File: src/rtl/seg_scan_driver_if.sv
// Digit-scan bus between the upstream counter/load source and the seven-segment driver.
interface seg_scan_driver_if;
  logic [1:0]  count;
  logic [15:0] value;
  logic [3:0]  dp_in;
  logic        load;
  logic [3:0]  an;
  logic [6:0]  seg;
  logic        dp;
  logic        pend;
  logic        commit;

  modport master (
    output count, value, dp_in, load,
    input  an, seg, dp, pend, commit
  );

  modport slave (
    input  count, value, dp_in, load,
    output an, seg, dp, pend, commit
  );
endinterface

File: src/rtl/seg_scan_driver.sv
// Four-digit multiplexed seven-segment driver with anti-ghost blanking and frame-synchronous word commit.
// Optional leading-zero suppression under macro SEG_LEADING_ZERO_BLANK_EN; all outputs registered (1 cycle).
module seg_scan_driver #(
  parameter int BLANK_CYCLES = 16
) (
  input logic            clk,
  input logic            reset,
  seg_scan_driver_if.slave bus
);

  localparam logic [7:0] BLANK_LD = 8'(BLANK_CYCLES);

  logic [1:0]  r_cnt_q;
  logic [7:0]  r_blank;
  logic [15:0] r_pend_val;
  logic [3:0]  r_pend_dp;
  logic        r_pend;
  logic [15:0] r_sh_val;
  logic [3:0]  r_sh_dp;
  logic        r_commit;
  logic [3:0]  r_an;
  logic [6:0]  r_seg;
  logic        r_dp;

  logic        w_chg;
  logic        w_take;
  logic [7:0]  w_blank_nx;
  logic [15:0] w_sh_val_nx;
  logic [3:0]  w_sh_dp_nx;
  logic [3:0]  w_nib;
  logic [6:0]  w_seg_dec;
  logic [6:0]  w_seg_out;

  function automatic logic [6:0] hex7(input logic [3:0] n);
    case (n)
      4'h0: hex7 = 7'b1000000;
      4'h1: hex7 = 7'b1111001;
      4'h2: hex7 = 7'b0100100;
      4'h3: hex7 = 7'b0110000;
      4'h4: hex7 = 7'b0011001;
      4'h5: hex7 = 7'b0010010;
      4'h6: hex7 = 7'b0000010;
      4'h7: hex7 = 7'b1111000;
      4'h8: hex7 = 7'b0000000;
      4'h9: hex7 = 7'b0010000;
      4'hA: hex7 = 7'b0001000;
      4'hB: hex7 = 7'b0000011;
      4'hC: hex7 = 7'b1000110;
      4'hD: hex7 = 7'b0100001;
      4'hE: hex7 = 7'b0000110;
      default: hex7 = 7'b0001110;
    endcase
  endfunction

  // Outputs are computed from next-state values so every input shows up exactly one cycle later.
  always_comb begin
    w_chg       = (bus.count != r_cnt_q);
    w_take      = (r_cnt_q == 2'd3) && (bus.count == 2'd0) && (bus.load || r_pend);
    w_blank_nx  = w_chg ? BLANK_LD : ((r_blank != 8'd0) ? (r_blank - 8'd1) : 8'd0);
    w_sh_val_nx = r_sh_val;
    w_sh_dp_nx  = r_sh_dp;
    if (w_take) begin
      w_sh_val_nx = bus.load ? bus.value : r_pend_val;
      w_sh_dp_nx  = bus.load ? bus.dp_in : r_pend_dp;
    end
    case (bus.count)
      2'd0:    w_nib = w_sh_val_nx[3:0];
      2'd1:    w_nib = w_sh_val_nx[7:4];
      2'd2:    w_nib = w_sh_val_nx[11:8];
      default: w_nib = w_sh_val_nx[15:12];
    endcase
    w_seg_dec = hex7(w_nib);
`ifdef SEG_LEADING_ZERO_BLANK_EN
    // Digit k is dark when nibbles k..3 are all zero; digit 0 always shows.
    if ((bus.count != 2'd0) && ((w_sh_val_nx >> {bus.count, 2'b00}) == 16'd0))
      w_seg_out = 7'b1111111;
    else
      w_seg_out = w_seg_dec;
`else
    w_seg_out = w_seg_dec;
`endif
  end

  always_ff @(posedge clk) begin
    if (reset) begin
      r_cnt_q    <= 2'd0;
      r_blank    <= BLANK_LD;
      r_pend_val <= 16'd0;
      r_pend_dp  <= 4'd0;
      r_pend     <= 1'b0;
      r_sh_val   <= 16'd0;
      r_sh_dp    <= 4'd0;
      r_commit   <= 1'b0;
      r_an       <= 4'b1111;
      r_seg      <= 7'b1111111;
      r_dp       <= 1'b1;
    end else begin
      r_cnt_q  <= bus.count;
      r_blank  <= w_blank_nx;
      r_sh_val <= w_sh_val_nx;
      r_sh_dp  <= w_sh_dp_nx;
      if (w_take) begin
        r_pend   <= 1'b0;
        r_commit <= 1'b1;
      end else begin
        r_commit <= 1'b0;
        if (bus.load) begin
          r_pend_val <= bus.value;
          r_pend_dp  <= bus.dp_in;
          r_pend     <= 1'b1;
        end
      end
      if (w_blank_nx != 8'd0) begin
        r_an  <= 4'b1111;
        r_seg <= 7'b1111111;
        r_dp  <= 1'b1;
      end else begin
        r_an  <= ~(4'b0001 << bus.count);
        r_seg <= w_seg_out;
        r_dp  <= ~w_sh_dp_nx[bus.count];
      end
    end
  end

  assign bus.an     = r_an;
  assign bus.seg    = r_seg;
  assign bus.dp     = r_dp;
  assign bus.pend   = r_pend;
  assign bus.commit = r_commit;

endmodule

File: src/flat_wrapper.sv
// flat-port wrapper written by rule: the top's interface ports become plain ports
module seg_scan_driver_flat 
#(
  parameter int BLANK_CYCLES = 16
)
  (clk, reset, bus_count, bus_value, bus_dp_in, bus_load, bus_an, bus_seg, bus_dp, bus_pend, bus_commit);
  seg_scan_driver_if bus_i ();
  input logic clk;
  input logic reset;
  input wire logic [$bits(bus_i.count)-1:0] bus_count;
  input wire logic [$bits(bus_i.value)-1:0] bus_value;
  input wire logic [$bits(bus_i.dp_in)-1:0] bus_dp_in;
  input wire logic [$bits(bus_i.load)-1:0] bus_load;
  output wire logic [$bits(bus_i.an)-1:0] bus_an;
  output wire logic [$bits(bus_i.seg)-1:0] bus_seg;
  output wire logic [$bits(bus_i.dp)-1:0] bus_dp;
  output wire logic [$bits(bus_i.pend)-1:0] bus_pend;
  output wire logic [$bits(bus_i.commit)-1:0] bus_commit;
  assign bus_i.count = bus_count;
  assign bus_i.value = bus_value;
  assign bus_i.dp_in = bus_dp_in;
  assign bus_i.load = bus_load;
  assign bus_an = bus_i.an;
  assign bus_seg = bus_i.seg;
  assign bus_dp = bus_i.dp;
  assign bus_pend = bus_i.pend;
  assign bus_commit = bus_i.commit;
  seg_scan_driver #(.BLANK_CYCLES(BLANK_CYCLES)) u_core (.clk(clk), .reset(reset), .bus(bus_i));
endmodule
File: config.mk
export PLATFORM = sky130hd
export DESIGN_NAME = seg_scan_driver_flat
export DESIGN_NICKNAME = d
export VERILOG_FILES = /design/src/rtl/seg_scan_driver_if.sv /design/src/rtl/seg_scan_driver.sv /design/src/flat_wrapper.sv
export SDC_FILE = /design/constraint.sdc
export NUM_CORES = 1
export LEC_CHECK = 0
export CAP_MARGIN = 20
export CORE_MARGIN = 2
export CORE_UTILIZATION = 35
export CTS_BUF_LIST = sky130_fd_sc_hd__clkbuf_16
export DETAILED_ROUTE_END_ITERATION = 10
export GPL_TIMING_DRIVEN = 0
export PLACE_DENSITY = 0.65
export SYNTH_ARGS = -nofsm -noshare
export SYNTH_HDL_FRONTEND = slang
export SYNTH_SLANG_ARGS = --single-unit
File: constraint.sdc
create_clock -name clk -period 3.1 [get_ports clk]
set_clock_uncertainty 0.2 [all_clocks]
set_input_delay 0.465 -clock clk [delete_from_list [all_inputs] [get_ports clk]]
set_output_delay 0.465 -clock clk [all_outputs]
set_load 0.1 [all_outputs]
==> metrics.txt <==
residual DRC count=0; Post-Synth Simple-Gate Area=19.1%; Routed Wire Length=5990 um; status=finished, final reports clean; Worst-Margin Slew=0.965 ns; worst-path fanout max=7; Clk network pwr share=49.1%; startpoint types=register; Cell Count, Final, Fillers Out=468; initial antenna violation count=0; Synth Area in Adders=3.10%; H-tree Lvls=3; Post-CTS Setup Inserts=0; largest area contributor in the netlist=dfxtp_1; fraction of registers with async set/reset=0%; share of layout cells above drive strength 1=8.47%; Post-Synth XOR/XNOR Area=2.48%; Worst slew margin=35.5%; first-pass GRT wire length=9980 um; P_int=roughly 0.0016 W; total power=0.00209 W; final setup fails=0; VDD IR-drop max=302 uV; Synth Area in Compound Gates=13.9%; top post-synthesis cells by count=64 x dfxtp_1, 51 x nand2_1, 36 x nor2_1, 23 x a21oi_1, 21 x mux2i_1; number of synthesized flops with an enable pin=0; largest net degree at the start of global routing=11; Final min period=2.88 ns; PD cells=582 mW/mm^2; LEAKAGE=1.34 nW; placed insts=roughly 450; data arrival time of the worst path=2.88 ns; RSZ-0062 raised after global routing=false; CP Class=register to register; Final Net Count=between 300 and 400; Initial Util=36.3%; Min-Delay Path Class=register to register; syn_nets=349; TNS Setup=0 ns; switch share=22.4%; Total GRT Usage=between 10% and 20%; Post-CTS Resized=0; combinational cell fraction of total power=a little under a tenth; Initial DRT Pass Iterations=4; mux share of post-synthesis cell area=between 10% and 20%; CTS tree=yes; Overflow after GRT=0; IO buf count=34; routed len/inst=12.8 um; Synth Instances=between 300 and 400; ys flop type=dfxtp_1; WP data required=3.10 ns; clock slew at reported path FFs=roughly 0.050 ns; Die Ht=between 90 and 100 um; total I/O pin count=39; cts hold-fix bufs=0; Synth area leaders=dfxtp_1 45%, mux2i_1 7.4%, nand2_1 6.8%; Vias=2243; clk sink count=64; final hold vios=0; Final WS setup=0.224 ns; synthesized area per cell=8.90 um^2; Max Cap Viol=0; clock buffer depth=2; sequential fraction of the synthesis area=between 40 and 50%; cts bufs inserted=9; top cell type's share of synthesized area=a little under half; Die W=about 94 um; top-count cell post-synth=dfxtp_1; overall die area=0.00880 mm^2; final core occ=46.3%; Final Cycle Share=92.8%; Flop pwr share=41.5%; maximum clock rate=between 300 and 400 MHz; Area Growth Syn to Fin=27.3%; placement row count=32; starting DRC count in detailed routing=82; fin. max-slew vios=0; synth unique cells=40; DP Worst Slack=-0.0843 ns; root buf cell=clkbuf_16; Antenna Nets Post-Route=0; Clk Latency, worst-skew pair=approximately 0.33 ns; vias per cell=4.79; dpl hpwl=approximately 4300 um; core area=about 0.0078 mm^2; Switching Power=0.000469 W; ANT cells=0; RePlAce Congestion=0.822; #FFs+latches synth=64; largest family of logic cells by synthesized area=simple AND/OR/NAND/NOR gates; vias in the first global route=2132; post-synthesis cell area=0.00282 mm^2; number of warnings issued by yosys=0; crit end category=register
## final cells by class
type / instances / area (um^2)
clock buffer: 9 / 225
fill: 776 / 4170
tap: 102 / 128
multi-input combinational: 225 / 1420
sequential: 64 / 1280
clock inverter: 6 / 76.3
inverter: 6 / 22.5
buffer: 22 / 101
timing repair buffer: 34 / 340
## worst max-delay path: stages, from the launching register on
cell,delay [ns]
dfxtp_1,0.39
o211ai_4,0.12
nor3_2,0.37
mux2_2,0.40
mux4_2,0.57
inv_1,0.12
ha_1,0.23
nor2_1,0.15
o22a_1,0.13
o21ai_0,0.06
## power groups by stage
stage / Sequential, W / Clock [W] / Combinational (W)
after floorplan: 0.000897 / 0 / 0.000121
after global placement: 0.000884 / 0 / 0.000196
after detailed placement: 0.000884 / 0 / 0.000198
after CTS: 0.000867 / 0.00105 / 0.000199
after global routing: 0.000871 / 0.00109 / 0.000218
final: 0.000868 / 0.00103 / 0.000198
## worst paths after layout
| check | from | to | slack (ns) | cells past startpoint |
|---|---|---|---|---|
| hold / removal | u_core.r_pend_val[6] | u_core.r_pend_val[6] | 0.25 | 2 |
| hold reg to reg | u_core.r_pend_val[6] | u_core.r_pend_val[6] | 0.25 | 2 |
| setup / recovery | u_core.r_cnt_q[1] | u_core.bus.seg[1] | 0.22 | 9 |
| setup reg to reg | u_core.r_cnt_q[1] | u_core.bus.seg[1] | 0.22 | 9 |
## registers in the layout, summed over array words and instances (netlist names)
name               count
u_core.r_pend_val     16
u_core.r_pend_dp       4
u_core.bus.an          4
u_core.r_cnt_q         2
u_core.r_sh_val       16
u_core.r_sh_dp         4
u_core.bus.seg         7
u_core.bus.dp          1
u_core.bus.pend        1
u_core.r_blank         8
u_core.bus.commit      1
## layer usage
layer | vias to the layer above | GRT usage, % | wire, um
met4 | 0 | 5.07 | 93
met2 | 44 | 23.4 | 2760
met3 | 9 | 5.30 | 274
met5 | - | 0 | 0
li1 | 1175 | - | -
met1 | 1015 | 18.6 | 2860
## cells in the final DEF (no fill, tap or decap), types with 2 or more instances in the layout
cell type / Yosys / layout
a211oi_1: 17 / 17
a21oi_1: 23 / 23
and2_1: 3 / 3
buf_1: 2 / 2
buf_2: 3 / 3
buf_6: 2 / 2
bufinv_16: 0 / 2
clkbuf_1: 15 / 15
clkbuf_16: 0 / 9
clkdlybuf4s50_1: 0 / 34
clkinv_1: 0 / 2
dfxtp_1: 64 / 63
ha_1: 7 / 7
inv_1: 6 / 7
mux2_2: 5 / 5
mux2i_1: 21 / 21
mux4_2: 2 / 2
nand2_1: 51 / 51
nand2b_1: 2 / 2
nand3_1: 6 / 6
nand3b_1: 4 / 4
nor2_1: 36 / 36
nor2b_1: 5 / 5
nor3_1: 6 / 6
o211ai_1: 3 / 3
o21ai_0: 6 / 6
o21ai_1: 2 / 2
o221ai_1: 3 / 3
or3_1: 2 / 2
xnor2_1: 3 / 3
xor2_1: 5 / 5
## cells by family after synthesis
family / after synthesis
AND/OR/NAND/NOR: 121
multiplexers: 29
adder cells (fa/ha/maj): 7
flip-flops: 64
AO/OA/AOI/OAI: 60
XOR/XNOR: 8
buffers and inverters: 28
## through the flow
step | instance area (um^2) | hold slack (ns)
after floorplan | 2820 | 0.233
after global placement | 3290 | 0.241
after detailed placement | 3290 | 0.247
after CTS | 3590 | 0.254
after global routing | 3590 | 0.267
final | 3590 | 0.250
Note: power is estimated with default switching activity, not from simulation.
==> RTL edit 1, RTL diff (config.mk and constraints unchanged) <==
`r_sh_val` and `r_sh_dp` no longer have a reset.
--- a/src/rtl/seg_scan_driver.sv
+++ b/src/rtl/seg_scan_driver.sv
@@ -88,8 +88,6 @@
       r_pend_val <= 16'd0;
       r_pend_dp  <= 4'd0;
       r_pend     <= 1'b0;
-      r_sh_val   <= 16'd0;
-      r_sh_dp    <= 4'd0;
       r_commit   <= 1'b0;
       r_an       <= 4'b1111;
       r_seg      <= 7'b1111111;
@@ -97,8 +95,6 @@
     end else begin
       r_cnt_q  <= bus.count;
       r_blank  <= w_blank_nx;
-      r_sh_val <= w_sh_val_nx;
-      r_sh_dp  <= w_sh_dp_nx;
       if (w_take) begin
         r_pend   <= 1'b0;
         r_commit <= 1'b1;
@@ -122,6 +118,11 @@
     end
   end
 
+  always_ff @(posedge clk) begin
+    r_sh_val <= w_sh_val_nx;
+    r_sh_dp  <= w_sh_dp_nx;
+  end
+
   assign bus.an     = r_an;
   assign bus.seg    = r_seg;
   assign bus.dp     = r_dp;
Behaviour: no difference found for any inputs over 10 cycles, from zero or initial values and one cycle with reset high; that may be too few to reach the edited logic, so the function may still have changed.
==> RTL edit 1 against the unedited design <==
  * Synthesized cell count is 0.95% higher
  * Non-clock buffer count is 1 higher
  * Fmax is 6.1% higher
  * Routed wire length is 2.4% higher
  * Design area is 0.94% higher
  * Worst setup slack better by 170 ps
  * Combinational power is 81% higher
  * Total power is 11% higher
  * Synthesized area is 0.49% lower
  * Sequential cell count stayed put
  * Critical endpoint is now u_core.bus.seg[3]
  * Largest cell class unchanged
  * Largest power group unchanged
==> RTL edit 1: results (changes against the unedited design) <==
- Counting instances in the post-synthesis netlist gives the leading cell types as sky130_fd_sc_hd__nand2_1, sky130_fd_sc_hd__dfxtp_1, sky130_fd_sc_hd__a21oi_1.
- The buffer count excluding the clock tree in the final layout is 57 (+1.8%).
- The arrival time reported for the critical path endpoint was 2700 ps (-180 ps).
- The worst-case headroom to the max-slew limit came to 34.6% (-0.86 points).
- The flow ran to the end, and the final reports show no timing, DRC or antenna violations.
- The mux contribution to synthesized area was 9.67% (-1.9 points).
- The static leakage is 1.50 nW (+12%).
- The fraction of area in multi-input gates is 38.6% (-0.85 points).
- The multi-input combinational cell count is 230 (+2.2%).
- The routed length on met3 is 284 um (+3.6%).
- The via count of the first global-routing pass is 2,255 (+5.8%).
- The cell area after placement is 0.00330 mm^2 (+0.19%).
- The layout cell share with drive strength beyond 1 was 10.2% (+1.7 points).
- The share of the synthesized netlist area taken by xor and xnor gates is 2.18% (-0.30 points).
- The setup slack at placement is -350 ps (-266 ps).
- The met1 demand-to-capacity share in global routing came to 17.4% (-1.2 points).
- The clock tree cell share of total cell area is 8.62% (+0.23 points).
- The length in cells of the worst reg-to-reg path is 11 (+2).
- The die footprint is 0.00876 mm^2 (-0.47%).
- The weighted congestion at the end of routability-driven global placement came to 0.828 (+0.84%).
- The first-pass GRT wire length was 10,400 um (+4.2%).
- The cell count after placement is 458 (+1.1%).
- The final layout net count is 400 (+1.5%).
- The met2 demand-to-capacity share in global routing is 26.9% (+3.5 points).
- The maximum number of pins on one net before global-route repair is 12 (+1).
- The cell count after synthesis is 320 (+0.95%).
- The sequential element share of the synthesized area came to 45.6% (+0.22 points).
==> RTL edit 1: cell count changes in the layout (fill, tap and decap cells not counted), moves of 3 or more <==
cell                       change
sky130_fd_sc_hd__nand2_1      +16
sky130_fd_sc_hd__a211oi_1     -15
sky130_fd_sc_hd__nor2_1       -15
sky130_fd_sc_hd__o21ai_0      +13
sky130_fd_sc_hd__clkbuf_1      -5
sky130_fd_sc_hd__nor3_1        +4
sky130_fd_sc_hd__a21oi_1       +3
sky130_fd_sc_hd__o221ai_1      -3
==> RTL edit 1: cells by family (layout without fill, tap and decap cells) <==
kind of cell / count (synthesis) / count (layout)
AO/OA/AOI/OAI: 68 / 68
XOR/XNOR: 7 / 7
adder cells (fa/ha/maj): 7 / 7
buffers and inverters: 26 / 79
flip-flops: 64 / 64
multiplexers: 25 / 25
AND/OR/NAND/NOR: 123 / 123
==> RTL edit 1: path summary, 6_finish.rpt <==
path	slack, ps	to	startpoint
hold / removal	250	u_core.r_pend_val[7]	u_core.r_pend_val[7]
setup reg to reg	520	u_core.bus.seg[3]	u_core.r_cnt_q[1]
hold reg to reg	250	u_core.r_pend_val[7]	u_core.r_pend_val[7]
setup / recovery	390	u_core.bus.seg[3]	bus_count[0]
==> RTL edit 1: power breakdown <==
group | internal (mW) | total [mW] | switching [mW]
registers | 0.890 | 0.925 | 0.0350
logic | 0.145 | 0.358 | 0.213
clock network | 0.696 | 1.04 | 0.345
==> RTL edit 1: repair_timing <==
action,CTS,global route
resized for setup,0,3
pin swaps,1,0
buffers inserted,1,0
endpoints found under the setup margin,1,4
==> RTL edit 2, RTL diff (same flow settings) <==
Without the edit above. The option `SEG_LEADING_ZERO_BLANK_EN` is turned on by a define.
--- a/src/rtl/seg_scan_driver.sv
+++ b/src/rtl/seg_scan_driver.sv
@@ -1,5 +1,7 @@
 // Four-digit multiplexed seven-segment driver with anti-ghost blanking and frame-synchronous word commit.
 // Optional leading-zero suppression under macro SEG_LEADING_ZERO_BLANK_EN; all outputs registered (1 cycle).
+`define SEG_LEADING_ZERO_BLANK_EN
+
 module seg_scan_driver #(
   parameter int BLANK_CYCLES = 16
 ) (
Function: no difference found for any inputs over 10 cycles, from zero or initial values and one cycle with reset high; that may be too few to reach the edited logic, so the function may still have changed.
==> RTL edit 2 against the unedited design <==
  * Worst setup slack improved by 62 ps
  * Synthesized area grew 5.2%
  * Non-clock buffer count rose by 4
  * Total power is 3.2% lower
  * Core utilization fell by 0.41 points
  * Register-to-register slack better by 220 ps
  * Routed wire length is 10% higher
  * Sequential cell count stayed put
  * Design area up 4.8%
  * Critical path type is now in2reg
  * Largest cell class unchanged
==> RTL edit 2: results (changes against the unedited design) <==
- The post-synthesis net count is 372 (+6.6%).
- The HPWL reported at the end of detailed placement is 4910 um (+15%).
- The highest fanout seen on the critical path is 10 (+3).
- The maximum VDD drop was 0.282 mV (-6.8%).
- Sorting the synthesized cells by area gives the leading types as sky130_fd_sc_hd__dfxtp_1, sky130_fd_sc_hd__mux2i_1, sky130_fd_sc_hd__nand2_1.
- The cell area after placement is 0.00346 mm^2 (+5.1%).
- The post-cts repair resize count was 1 (+1).
- The layout cell share with drive strength beyond 1 is 8.40% (-0.073 points).
- The count of filler cells inserted in the layout is 787 (+1.4%).
- The arrival time reported for the critical path endpoint is 2780 ps (-100 ps).
- The met2 demand-to-capacity share in global routing is 24.4% (+0.97 points).
- The weighted congestion at the end of routability-driven global placement is 0.867 (+5.5%).
- The async set-or-reset flop fraction in the synthesized netlist is 0% (unchanged).
- The count of unique library cells instantiated by Yosys is 45 (+13%).
- The share of the synthesized area in compound gates (AO/OA/AOI/OAI) came to 15.0% (+1.1 points).
- The number of buffer cells added on primary ports is 36 (+5.9%).
- The share of the synthesized netlist area taken by xor and xnor gates is 1.77% (-0.71 points).
- The final layout net count is 420 (+6.6%).
- The mux contribution to synthesized area is 12.3% (+0.74 points).
- The overall routed net length came to 6610 um (+10%).
- The sequential element share of the synthesized area is 43.2% (-2.2 points).
- The flow ran to the end, and the final reports show no timing, DRC or antenna violations.
- The global routing usage summed across all routing layers is 15.8% (+1.0 points).
- The cell count after synthesis was 340 (+7.3%).
- The met1 demand-to-capacity share in global routing is 20.3% (+1.7 points).
- The via count of the first global-routing pass is 2,290 (+7.4%).
- The switching part of the total came to 23.4% (+1.0 points).
- The post-layout instance count excluding filler cells is 498 (+6.4%).
- In the synthesized netlist, the cells that appear most often are sky130_fd_sc_hd__dfxtp_1, sky130_fd_sc_hd__nand2_1, sky130_fd_sc_hd__nor2_1.
- The fraction of the mapped netlist area in adder cells is 2.95% (-0.15 points).
- The static leakage came to 1.40 nW (+4.4%).
-- RTL edit 2: changes by cell type after synthesis, sizes merged, moves of 4 or more --
cell / before / now
nor4: 1 / 5
nor2: 36 / 40
nand3: 6 / 2
nand2: 51 / 58
a21oi: 23 / 30
o21ai: 8 / 4
-- RTL edit 2: layer usage --
metal | vias up | routed length (um)
met5 | - | 0
met4 | 0 | 116
met2 | 58 | 3010
met1 | 1066 | 3190
met3 | 7 | 294
li1 | 1280 | -
-- RTL edit 2: power by group through the flow --
stage,sequential [mW],clock (mW),combinational (mW)
finish,0.867,0.944,0.215
global route,0.870,1.02,0.237
CTS,0.867,0.968,0.214
detailed placement,0.884,0,0.213
global placement,0.883,0,0.210
floorplan,0.892,0,0.132
-- RTL edit 2: final cells by class --
cell class	instances	area, um^2	area share [%]
well taps	105	131	3.49
clock buffers	9	225	5.98
clock inverters	7	57.6	1.53
inverters	6	22.5	0.598
plain buffers	23	104	2.76
repair buffers	37	370	9.83
multi-input cells	247	1580	41.8
flip-flops and latches	64	1280	34.0
-- RTL edit 2: final timing paths --
path / start / to / slack, ps / depth (start not counted)
hold / removal: u_core.r_pend_dp[1] / u_core.r_pend_dp[1] / 250 / 2
setup / recovery: bus_count[1] / u_core.bus.seg[5] / 290 / 8
setup reg to reg: u_core.r_blank[0] / u_core.bus.seg[5] / 440 / 8
hold reg to reg: u_core.r_pend_dp[1] / u_core.r_pend_dp[1] / 250 / 2
-- RTL edit 2: critical path: stages --
cell	delay [ps]
sky130_fd_sc_hd__clkbuf_1	300
sky130_fd_sc_hd__clkbuf_1	400
sky130_fd_sc_hd__mux2_2	410
sky130_fd_sc_hd__a221oi_2	410
sky130_fd_sc_hd__inv_1	170
sky130_fd_sc_hd__ha_1	280
sky130_fd_sc_hd__mux2i_1	190
sky130_fd_sc_hd__o221ai_1	160
